$ cat config.mk
export PLATFORM = sky130hd
export DESIGN_NAME = mem_swap_ctrl
export DESIGN_NICKNAME = d
export VERILOG_FILES = /design/src/rtl/mem_swap_ctrl.sv
export SDC_FILE = /design/constraint.sdc
export NUM_CORES = 1
export LEC_CHECK = 0
export CORE_UTILIZATION = 62
export DETAILED_ROUTE_END_ITERATION = 10
export DONT_BUFFER_PORTS = 1
export PLACE_DENSITY = 0.77
export SLEW_MARGIN = 15
export SYNTH_ARGS = -nofsm -noshare
export SYNTH_HDL_FRONTEND = slang
export SYNTH_SLANG_ARGS = --single-unit
$ cat constraint.sdc
create_clock -name clk -period 2 [get_ports clk]
set_input_delay 0.4 -clock clk [delete_from_list [all_inputs] [get_ports clk]]
set_output_delay 0.4 -clock clk [all_outputs]
set_load 0.02 [all_outputs]
$ cat src/rtl/mem_swap_ctrl.sv
// mem_swap_ctrl: swaps the contents of two register-file locations per start pulse.
// The sequence is read A, read B, write A, write B, then a one-cycle done pulse.
// Optional feature macro SWAP_COUNT_EN adds the swap_count port and its counter.
// Every output is decoded from registered state only; no input reaches an output
// combinationally.
module mem_swap_ctrl #(
    parameter int ADDR_WIDTH = 7,
    parameter int DATA_WIDTH = 8,
    parameter int CNT_WIDTH  = 16
) (
    input  logic                  clk,
    input  logic                  reset_n,
    input  logic                  start,
    input  logic [ADDR_WIDTH-1:0] addr_a,
    input  logic [ADDR_WIDTH-1:0] addr_b,
    input  logic [DATA_WIDTH-1:0] data_r,
    output logic [ADDR_WIDTH-1:0] address_r,
    output logic                  we,
    output logic [ADDR_WIDTH-1:0] address_w,
    output logic [DATA_WIDTH-1:0] data_w,
    output logic                  busy,
    output logic                  done
`ifdef SWAP_COUNT_EN
    ,
    output logic [CNT_WIDTH-1:0]  swap_count
`endif
);

    typedef enum logic [2:0] {
        IDLE = 3'd0,
        RD_A = 3'd1,
        RD_B = 3'd2,
        WR_A = 3'd3,
        WR_B = 3'd4,
        DONE = 3'd5
    } state_t;

    state_t                state_q, state_d;
    logic [ADDR_WIDTH-1:0] addr_a_q, addr_a_d;
    logic [ADDR_WIDTH-1:0] addr_b_q, addr_b_d;
    logic [DATA_WIDTH-1:0] tmp_a_q, tmp_a_d;
    logic [DATA_WIDTH-1:0] tmp_b_q, tmp_b_d;

    // State register; reset returns straight to IDLE, which drops we at once.
    always_ff @(posedge clk or negedge reset_n) begin
        if (!reset_n) state_q <= IDLE;
        else          state_q <= state_d;
    end

    // Next-state logic; equal addresses skip all memory traffic.
    always_comb begin
        state_d = state_q;
        case (state_q)
            IDLE: if (start) state_d = (addr_a != addr_b) ? RD_A : DONE;
            RD_A: state_d = RD_B;
            RD_B: state_d = WR_A;
            WR_A: state_d = WR_B;
            WR_B: state_d = DONE;
            DONE: state_d = IDLE;
            default: state_d = IDLE;
        endcase
    end

    // Output decode from state and captured registers only.
    always_comb begin
        address_r = '0;
        we        = 1'b0;
        address_w = '0;
        data_w    = '0;
        busy      = 1'b0;
        done      = 1'b0;
        case (state_q)
            RD_A: begin
                address_r = addr_a_q;
                busy      = 1'b1;
            end
            RD_B: begin
                address_r = addr_b_q;
                busy      = 1'b1;
            end
            WR_A: begin
                we        = 1'b1;
                address_w = addr_a_q;
                data_w    = tmp_b_q;
                busy      = 1'b1;
            end
            WR_B: begin
                we        = 1'b1;
                address_w = addr_b_q;
                data_w    = tmp_a_q;
                busy      = 1'b1;
            end
            DONE: done = 1'b1;
            default: ;
        endcase
    end

    // Capture addresses on acceptance and read data in the two read states.
    always_comb begin
        addr_a_d = addr_a_q;
        addr_b_d = addr_b_q;
        tmp_a_d  = tmp_a_q;
        tmp_b_d  = tmp_b_q;
        if (state_q == IDLE && start) begin
            addr_a_d = addr_a;
            addr_b_d = addr_b;
        end
        if (state_q == RD_A) tmp_a_d = data_r;
        if (state_q == RD_B) tmp_b_d = data_r;
    end

    // Datapath registers; a reset mid-swap leaves memory as-is (no rollback).
    always_ff @(posedge clk or negedge reset_n) begin
        if (!reset_n) begin
            addr_a_q <= '0;
            addr_b_q <= '0;
            tmp_a_q  <= '0;
            tmp_b_q  <= '0;
        end else begin
            addr_a_q <= addr_a_d;
            addr_b_q <= addr_b_d;
            tmp_a_q  <= tmp_a_d;
            tmp_b_q  <= tmp_b_d;
        end
    end

`ifdef SWAP_COUNT_EN
    logic [CNT_WIDTH-1:0] swap_count_q, swap_count_d;

    // Completed-swap counter, bumped once per DONE cycle; wraps naturally.
    always_comb begin
        swap_count_d = swap_count_q;
        if (state_q == DONE) swap_count_d = swap_count_q + 1'b1;
    end

    // Counter register.
    always_ff @(posedge clk or negedge reset_n) begin
        if (!reset_n) swap_count_q <= '0;
        else          swap_count_q <= swap_count_d;
    end

    assign swap_count = swap_count_q;
`else
    localparam int unused_cnt_width = CNT_WIDTH;
`endif

endmodule

==> reports/summary.json <==
{
  "power_switching_share": 0.401,
  "grt_setup_unrepaired": "false",
  "final.setup.tns_ps": 0,
  "first_global_vias": 1047,
  "combPwrFrac": 0.529,
  "worst-setup-path-type": "flip-flop to output pin",
  "cts_root_buffer": "sky130_fd_sc_hd__clkbuf_4",
  "sequential_cell_area_fraction_in_the_yosys_report": 0.487,
  "m2_gr_usage": 0.429,
  "leakagePower_nw": 0.859,
  "seq_area_um2": 830,
  "grt_first_pass_wirelength_um": 4860,
  "ant_nets": 0,
  "setup.worst_path.start_class": "flip-flop",
  "most_frequent_standard_cell_in_the_layout_excluding_fill_and_tap_cells": "sky130_fd_sc_hd__dfrtp_1",
  "dr.pass1.iters": 4,
  "hold-worst-slack_ps": 211,
  "coreArea_um2": 2520,
  "critical_path_required_ps": 1600,
  "gr-total-overflow": 0,
  "cap_violations": 0,
  "net_switching_power_figure_mw": 1.44,
  "drc": 0,
  "initial_utilization": 0.673,
  "number_of_antenna_violations_at_the_first_check_in_global_routing": 0,
  "synth_cell_type_count": 24,
  "diodes": 0,
  "finalWorstSetupSlack_ps": 82.2,
  "globalRoute.busiestLayer": "met2",
  "synthesis.area_per_instance_um2": 14.1,
  "average_wire_length_per_cell_after_detail_routing_um": 20.1,
  "worst_setup_hold_path_clk_slew_ps": 100,
  "groute.usage.overall": 0.245,
  "path_max_fanout": 16,
  "report.final.slew_viol_count": 0,
  "clock-skew-final_ps": 8.48,
  "final.period_utilization": 0.959,
  "dieWidth_um": 54.3,
  "final_period_minus_worst_setup_slack_ps": 1920,
  "design.die.area_um2": 2950,
  "top_level_ports": 50,
  "tightest_slew_ps": 464,
  "hp-class": "input port to flip-flop",
  "nFillCells": 170,
  "worst_slew_margin_rel": 0.688,
  "clk_path_buf_depth": 2,
  "detailroute.via_count": 1035,
  "grt_use_met1": 0.268,
  "mappedNetlistNets": 145,
  "route.detailed.vias_per_inst": 6.35,
  "clkSinkCount": 33,
  "clk_latency_ps": 320,
  "cell_internal_pwr_mw": 2.14,
  "result_of_the_run": "completed",
  "first_iter_violations": 19,
  "sum_of_net_half_perimeters_after_detailed_placement_um": 2150,
  "pwr-share-seq": 0.376,
  "pwr-share-clk": 0.095,
  "synth-seq-cells": 33,
  "pwr_density_cell_nw_per_um2": 1870,
  "routed_wire_length_um": 3270,
  "area_added_between_synthesis_and_finish_pct": 12.6,
  "numCtsBuffers": 5,
  "detailedPlace.worstSlack_ps": 240,
  "fp.dieH_um": 54.3,
  "grt_start_max_net_pins": 34,
  "netlist_area_um2": 1700,
  "worst_ep_arrival_time_ps": 1520,
  "gp_congestion": 0.743,
  "worstSetupEndpointType": "output pin",
  "final-hold-violation-count": 0,
  "area_of_the_multi_input_gates_um2": 851,
  "vdd_ir_drop_max_mv": 1.35,
  "finish.net_count": 157,
  "max_freq_mhz": 521,
  "met3_usage": 0.0806,
  "cts_tree": "yes",
  "synthesis.instances": 120,
  "io_buffers": 0,
  "yosys_warnings": 0,
  "layout.cells.most_common_list": "sky130_fd_sc_hd__dfrtp_1, sky130_fd_sc_hd__mux2_2, sky130_fd_sc_hd__mux2_4",
  "layout-drive-gt1-share": 0.556,
  "setup-violations-final": 0,
  "std_cell_rows": 18,
  "cts_max_level": 2
}
[kinds of logic after synthesis]
family | Yosys count | synth area share
multiplexers | 31 | 0.232
XOR/XNOR | 8 | 0.0413
buffers and inverters | 9 | 0.0524
AND/OR/NAND/NOR | 16 | 0.0708
flip-flops | 33 | 0.487
AO/OA/AOI/OAI | 23 | 0.117
[final timing paths]
check | from | slack [ps] | end | cells after the start
setup / recovery | state_q[1] | 80 | address_w[2] | 4
hold / removal | data_r[6] | 210 | tmp_b_q[6] | 1
setup reg to reg | state_q[1] | 390 | addr_b_q[3] | 4
hold reg to reg | tmp_b_q[6] | 510 | tmp_b_q[6] | 1
max in group asynchronous | reset_n | 1300 | state_q[0] | 2
min in group asynchronous | reset_n | 510 | tmp_b_q[1] | 2
[flip-flops by register name, summed over array words and instances, names as in the netlist]
name / flops
state_q: 3
tmp_a_q: 8
tmp_b_q: 8
addr_b_q: 7
addr_a_q: 7
[cell usage after synthesis]
cell type	count	share of area
sky130_fd_sc_hd__a21oi_1	1	0.0029
sky130_fd_sc_hd__a22o_1	22	0.11
sky130_fd_sc_hd__and2_1	1	0.0037
sky130_fd_sc_hd__and2_4	1	0.0052
sky130_fd_sc_hd__and3b_2	1	0.0059
sky130_fd_sc_hd__buf_12	1	0.012
sky130_fd_sc_hd__buf_2	1	0.0029
sky130_fd_sc_hd__buf_4	2	0.0088
sky130_fd_sc_hd__buf_6	4	0.027
sky130_fd_sc_hd__dfrtp_1	33	0.49
sky130_fd_sc_hd__inv_1	1	0.0022
sky130_fd_sc_hd__mux2_1	2	0.013
sky130_fd_sc_hd__mux2_2	17	0.11
sky130_fd_sc_hd__mux2_4	12	0.11
sky130_fd_sc_hd__nand2_1	1	0.0022
sky130_fd_sc_hd__nand4_1	1	0.0037
sky130_fd_sc_hd__nor2_1	5	0.011
sky130_fd_sc_hd__nor2_2	1	0.0037
sky130_fd_sc_hd__nor3_2	1	0.0059
sky130_fd_sc_hd__nor3b_4	2	0.022
sky130_fd_sc_hd__nor4_1	1	0.0037
sky130_fd_sc_hd__or2_2	1	0.0037
sky130_fd_sc_hd__xnor2_1	2	0.010
sky130_fd_sc_hd__xor2_1	6	0.031
[routing by layer]
metal / vias to the layer above / part of all wire
met1: 523 / 0.40
li1: 466 / -
met4: 0 / 0.012
met2: 40 / 0.53
met3: 6 / 0.065
met5: - / 0
[cell type report]
class / count / share of cell area
Clock buffer: 6 / 0.0216
Clock inverter: 2 / 0.00524
Inverter: 1 / 0.00196
Multi-Input combinational cell: 78 / 0.445
Sequential cell: 33 / 0.434
Tap cell: 30 / 0.0196
Timing Repair Buffer: 13 / 0.0720
[power by group through the flow]
stage	Sequential, mW	Clock, mW	Combinational [mW]
after global placement	1.28	0	1.60
after CTS	1.34	0.347	1.84
after detailed placement	1.32	0	1.63
final	1.34	0.341	1.90
after floorplan	1.21	0	1.55
after global routing	1.39	0.372	2.01
[timing repair]
item                                   in CTS  in global routing
hold buffers                                2                  0
setup endpoints to repair                  23                 23
endpoints found under the hold margin      33                  0
setup buffers                               4                  2
gates resized for setup                    18                  5
pin swaps                                   1                  0
[per-stage QoR]
| step | instances | util | power (mW) | instance area (µm²) |
|---|---|---|---|---|
| final | 163 | 0.757 | 3.58 | 1910 |
| after global routing | 163 | 0.757 | 3.77 | 1910 |
| after CTS | 161 | 0.746 | 3.52 | 1880 |
| after detailed placement | 147 | 0.669 | 2.95 | 1690 |
| after global placement | 147 | 0.669 | 2.88 | 1690 |
| after floorplan | 120 | - | 2.77 | 1700 |
[critical path, cell delays in order, from the launching register on]
cell	delay, ps
sky130_fd_sc_hd__dfrtp_2	470
sky130_fd_sc_hd__nor2_4	150
sky130_fd_sc_hd__and2_1	180
sky130_fd_sc_hd__buf_12	170
sky130_fd_sc_hd__a22o_2	230
Power figures use the tool's default switching activity.
